==> src/rtl/nibble_parity_pkg.sv <==
// Shared encodings for the nibble parity receiver: FSM states and parity modes.
package nibble_parity_pkg;

    typedef enum logic [1:0] {
        ST_IDLE   = 2'd0,
        ST_DATA   = 2'd1,
        ST_PARITY = 2'd2,
        ST_STOP   = 2'd3
    } state_t;

    localparam logic MODE_EVEN = 1'b0;
    localparam logic MODE_ODD  = 1'b1;

    localparam int   DATA_BITS = 4;

endpackage

==> src/rtl/nibble_parity_rx_xor4.sv <==
// Four-input XOR reduction used as the reference parity of the data nibble.
module parity_xor4 (
    input  logic a,
    input  logic b,
    input  logic c,
    input  logic d,
    output logic e
);

    assign e = a ^ b ^ c ^ d;

endmodule

==> src/rtl/nibble_parity_rx.sv <==
// Serial receiver for start + 4 data + parity + stop frames, qualified by bit_valid,
// with per-frame parity/framing flags and a saturating error counter.
module nibble_parity_rx #(
    parameter int   ERR_W       = 8,
    parameter logic ODD_DEFAULT = 1'b0
) (
    input  logic             clk,
    input  logic             rst,
    input  logic             bit_in,
    input  logic             bit_valid,
    input  logic             mode_odd,
    output logic [3:0]       nib,
    output logic             nib_valid,
    output logic             parity_err,
    output logic             frame_err,
    output logic [ERR_W-1:0] err_count,
    output logic             busy
);
    import nibble_parity_pkg::*;

    localparam logic [ERR_W-1:0] ERR_MAX = '1;
    localparam logic [1:0]       LAST_BIT = 2'(DATA_BITS - 1);

    state_t     r_state;
    state_t     w_next;
    logic       w_start;
    logic       w_shift;
    logic       w_par;
    logic       w_stop;
    logic       w_perr;
    logic       w_ferr;
    logic       w_xor4;
    logic [1:0] r_cnt;
    logic       r_acc;
    logic       r_mode;
    logic       r_pbit;
    logic [3:0] r_shift;

    always_ff @(posedge clk or posedge rst) begin
        if (rst) r_state <= ST_IDLE;
        else     r_state <= w_next;
    end

    always_comb begin
        w_next  = r_state;
        w_start = 1'b0;
        w_shift = 1'b0;
        w_par   = 1'b0;
        w_stop  = 1'b0;
        busy    = (r_state != ST_IDLE);
        unique case (r_state)
            ST_IDLE: begin
                if (bit_valid && !bit_in) begin
                    w_start = 1'b1;
                    w_next  = ST_DATA;
                end
            end
            ST_DATA: begin
                if (bit_valid) begin
                    w_shift = 1'b1;
                    if (r_cnt == LAST_BIT) w_next = ST_PARITY;
                end
            end
            ST_PARITY: begin
                if (bit_valid) begin
                    w_par  = 1'b1;
                    w_next = ST_STOP;
                end
            end
            ST_STOP: begin
                // Any stop value ends the frame; a 0 here is never a new start bit.
                if (bit_valid) begin
                    w_stop = 1'b1;
                    w_next = ST_IDLE;
                end
            end
        endcase
    end

    // By STOP the accumulator holds a^b^c^d^p, so it directly encodes the parity result.
    assign w_perr = (r_acc != r_mode);
    assign w_ferr = ~bit_in;

    always_ff @(posedge clk or posedge rst) begin
        if (rst) begin
            r_cnt      <= '0;
            r_acc      <= 1'b0;
            r_mode     <= ODD_DEFAULT;
            r_pbit     <= 1'b0;
            r_shift    <= '0;
            nib        <= '0;
            nib_valid  <= 1'b0;
            parity_err <= 1'b0;
            frame_err  <= 1'b0;
            err_count  <= '0;
        end else begin
            nib_valid  <= 1'b0;
            parity_err <= 1'b0;
            frame_err  <= 1'b0;
            if (w_start) begin
                r_mode <= mode_odd;
                r_cnt  <= '0;
                r_acc  <= 1'b0;
            end
            if (w_shift) begin
                r_shift <= {r_shift[2:0], bit_in};
                r_acc   <= r_acc ^ bit_in;
                r_cnt   <= r_cnt + 2'd1;
            end
            if (w_par) begin
                r_acc  <= r_acc ^ bit_in;
                r_pbit <= bit_in;
            end
            if (w_stop) begin
                nib        <= r_shift;
                nib_valid  <= 1'b1;
                parity_err <= w_perr;
                frame_err  <= w_ferr;
                if ((w_perr || w_ferr) && (err_count != ERR_MAX))
                    err_count <= err_count + ERR_W'(1);
            end
        end
    end

    parity_xor4 u_xor4 (
        .a (r_shift[3]),
        .b (r_shift[2]),
        .c (r_shift[1]),
        .d (r_shift[0]),
        .e (w_xor4)
    );

`ifndef SYNTHESIS
    a_acc_matches_xor4: assert property (@(posedge clk) disable iff (rst)
        (r_state == ST_STOP) |-> (r_acc == (w_xor4 ^ r_pbit)));
`endif

endmodule

==> config.mk <==
export PLATFORM = sky130hd
export DESIGN_NAME = nibble_parity_rx
export DESIGN_NICKNAME = d
export VERILOG_FILES = /design/src/rtl/nibble_parity_pkg.sv /design/src/rtl/nibble_parity_rx_xor4.sv /design/src/rtl/nibble_parity_rx.sv
export SDC_FILE = /design/constraint.sdc
export NUM_CORES = 1
export LEC_CHECK = 0
export CAP_MARGIN = 20
export CORE_MARGIN = 8
export CORE_UTILIZATION = 55
export CTS_CLUSTER_DIAMETER = 80
export CTS_CLUSTER_SIZE = 8
export DETAILED_ROUTE_END_ITERATION = 8
export DONT_BUFFER_PORTS = 1
export MAX_ROUTING_LAYER = met4
export PLACE_DENSITY = 0.7
export SYNTH_ARGS = -nofsm -noshare
export SYNTH_HDL_FRONTEND = slang
export SYNTH_SLANG_ARGS = --single-unit
==> constraint.sdc <==
create_clock -name clk -period 2.25 [get_ports clk]
set_clock_uncertainty 0.15 [all_clocks]
set_input_delay 0.45 -clock clk [delete_from_list [all_inputs] [get_ports clk]]
set_output_delay 0.45 -clock clk [all_outputs]
set_load 0.02 [all_outputs]
==> impl_metrics.csv <==
group,metric,value,unit
synth,synth_seq_cells,25,
synth,synth_most_common_cell,"dfrtp_1",
clock_tree,numCtsBuffers,3,
placed_design,pre_cts_ws,0.279,ns
route,drt_first_iter_violations,26,
sta,final.setup.tns,0,ns
sta,rsz0062_at_grt,"false",
synth,synth_top_cell_area_share,54.3,%
power,power_density,1320,nW/um2
finish,n_antenna_cell,0,
route,routed_wirelength,2020,um
synth,synth_cells,96,
setup_path,worst_setup_path_end_kind,"flop",
synth,ys_seq_area_share,54.3,%
floorplanning,start_util,58.7,%
sta,setup_viol,0,
setup_path,crit_arrival,2.05,ns
route,drt-vias-per-instance,5.65,
run,max-cap-violations,0,
floorplanning,die_h,61.8,um
power,ir_drop,0.851,mV
clock_tree,root_buffer,"clkbuf_4",
clock_tree,cts_max_path_buffers,2,
placed_design,hpwl,1540,um
synth,synthTopCellsByCount,"dfrtp_1 (25), mux2_2 (13), ha_1 (6), inv_1 (6), nand2_1 (6)",
synth,yosysWarnings,0,
power,p_int,980,uW
sta,finalHoldViolCount,0,
setup_path,crit_path_start_kind,"flop",
route,drc_errors,0,
sta,tightest_slew,0.340,ns
clock_tree,post_cts_buffers,0,
synth,yosys.area.top_type,"dfrtp_1",
synth,synth_flop_cell,"dfrtp_1",
placed_design,finalWeightedCongestion,0.766,
sta,fmax,0.502,GHz
sta,finalCritPeriodShare,88.6,%
global_route,grt_overflow,0,
sta,drv_slew,0,
global_route,grt_antenna_before_repair,0,
finish,drive_above_1_share,21.6,%
route,vias,729,
outcome,outcome,"complete, no violations",
placed_design,place.port_buffers,0,
clock_tree,cts_tree,"done",
power,clkPwrFrac,11.9,%
global_route,grt_max_degree,26,
clock_tree,insertion_delay,0.31,ns
synth,async_flop_share,100,%
route,firstDrtPassIters,4,
power,p_seq_share,53.0,%
floorplanning,coreArea,1960,um2
floorplanning,die_x,61.8,um
power,netSwitchingPower,647,uW
floorplanning,num_io_pins,21,
sta,layout_min_cycle_time,1.99,ns
floorplanning,row_count,16,
synth,avgSynthCellArea,12.0,um2
global_route,first_global_vias,693,
finish,fin_area,1240,um2
placed_design,dpl_cell_area,1190,um2
synth,yosysUniqueCellTypes,25,
global_route,grt_pass1_wl,3220,um
route,wl_per_cell,15.6,um
setup_path,criticalPathCategory,"reg -> reg",
power,combPwrFrac,35.1,%
setup_path,worstPathRequired,2.31,ns
synth,synth_nets,107,
clock_tree,ctsHoldBuffers,1,
route,final_antenna_net_count,0,
floorplanning,die_area,3810,um2
global_route,track_usage,11.6,%
clock_tree,clock_sinks,25,
min_path,hp-class,"in -> reg",
clock_tree,clk_pin_slew,0.13,ns
finish,layout.nets,114,
synth,synth.cell_area,1150,um2
synth,synthTopCellsByArea,"dfrtp_1 (54%), mux2_2 (13%), ha_1 (6.5%)",
setup_path,path_max_fanout,5,
power,switching_share,39.8,%
clock_tree,cts.repair.resized,0,
clock_tree,htreeDepth,1,
synth,synth_edf_count,0,
sta,timing.final.ws_setup,0.257,ns
power,cellLeakagePower,0.573,nW
finish,area_delta_synth_final,7.39,%
sta,slew_headroom,77.3,%
==> sequential cells by signal, indices dropped and copies added, names as in the netlist <==
name	flops
nib	4
r_shift	4
r_cnt	2
nib_valid	1
parity_err	1
err_count	8
r_mode	1
r_state	2
r_acc	1
frame_err	1
==> stage by stage <==
step	util, %	std cells	hold WS [ns]	power (mW)
final	63.0	129	0.0607	1.63
after global routing	63.0	129	0.0356	1.76
after CTS	62.5	128	0.0188	1.65
after detailed placement	60.6	123	0.260	1.46
after global placement	60.6	123	0.256	1.42
after floorplan	-	96	0.317	1.31
==> cells in the final DEF, fill, tap and decap left out, types with 2 or more instances in the layout <==
cell / synthesis / layout
nand2_1: 6 / 6
nand4_1: 2 / 2
xnor2_1: 5 / 5
nand3_1: 5 / 5
buf_4: 1 / 2
a31oi_1: 3 / 3
mux2_2: 13 / 13
clkbuf_4: 0 / 3
a21oi_1: 4 / 4
o21ai_0: 2 / 2
ha_1: 6 / 6
inv_1: 6 / 6
dfrtp_1: 25 / 25
nand2b_1: 3 / 3
and3_1: 3 / 3
dlygate4sd3_1: 0 / 2
nor2_1: 2 / 2
==> power groups by stage <==
| stage | Clock [mW] | Combinational (mW) | Sequential, mW |
|---|---|---|---|
| global placement | 0 | 0.553 | 0.865 |
| finish | 0.193 | 0.571 | 0.863 |
| CTS | 0.203 | 0.581 | 0.868 |
| floorplan | 0 | 0.461 | 0.849 |
| global route | 0.222 | 0.652 | 0.886 |
| detailed placement | 0 | 0.578 | 0.878 |
==> final timing paths <==
path,depth (start not counted),endpoint,slack [ns],from
setup / recovery,6,r_state[1],0.26,r_state[1]
hold / removal,1,r_acc,0.06,bit_valid
setup reg to reg,6,r_state[1],0.26,r_state[1]
hold reg to reg,1,r_cnt[0],0.37,r_cnt[0]
max in group asynchronous,3,err_count[5],1.25,rst
min in group asynchronous,3,r_shift[1],0.46,rst
==> area by class of cell <==
class,instances,area [um2]
Fill cell,173,726
Sequential cell,25,626
Inverter,6,22.5
Multi-Input combinational cell,63,492
Timing Repair Buffer,4,35.0
Tap cell,27,33.8
Clock buffer,3,22.5
Clock inverter,1,5.00
==> cell families after synthesis <==
group / count (synthesis) / synth area share (%)
DFF: 25 / 54.3
and+or+nand+nor: 24 / 10.8
AOI/OAI and AO/OA: 15 / 8.91
muxes: 13 / 12.7
buffers and inverters: 8 / 2.93
adders and majority gates: 6 / 6.52
xor gates and xnor gates: 5 / 3.80
==> critical path: stages, from the launching register on <==
cell and delay (ns):
dfrtp_1 0.41, inv_1 0.08, ha_1 0.23, or2_2 0.34, a2bb2oi_1 0.15, a21oi_1 0.19
mux2_2 0.35
==> metal layers <==
metal | up-vias | wire length [um] | GRT usage (%) | share of wire [%]
met3 | 0 | 126 | 3.50 | 6.3
met2 | 15 | 1030 | 19.5 | 51
met4 | 0 | 0 | 1.95 | 0
met1 | 360 | 859 | 13.5 | 43
met5 | - | 0 | - | 0
li1 | 354 | - | - | -
(Power assumes the default switching activity.)
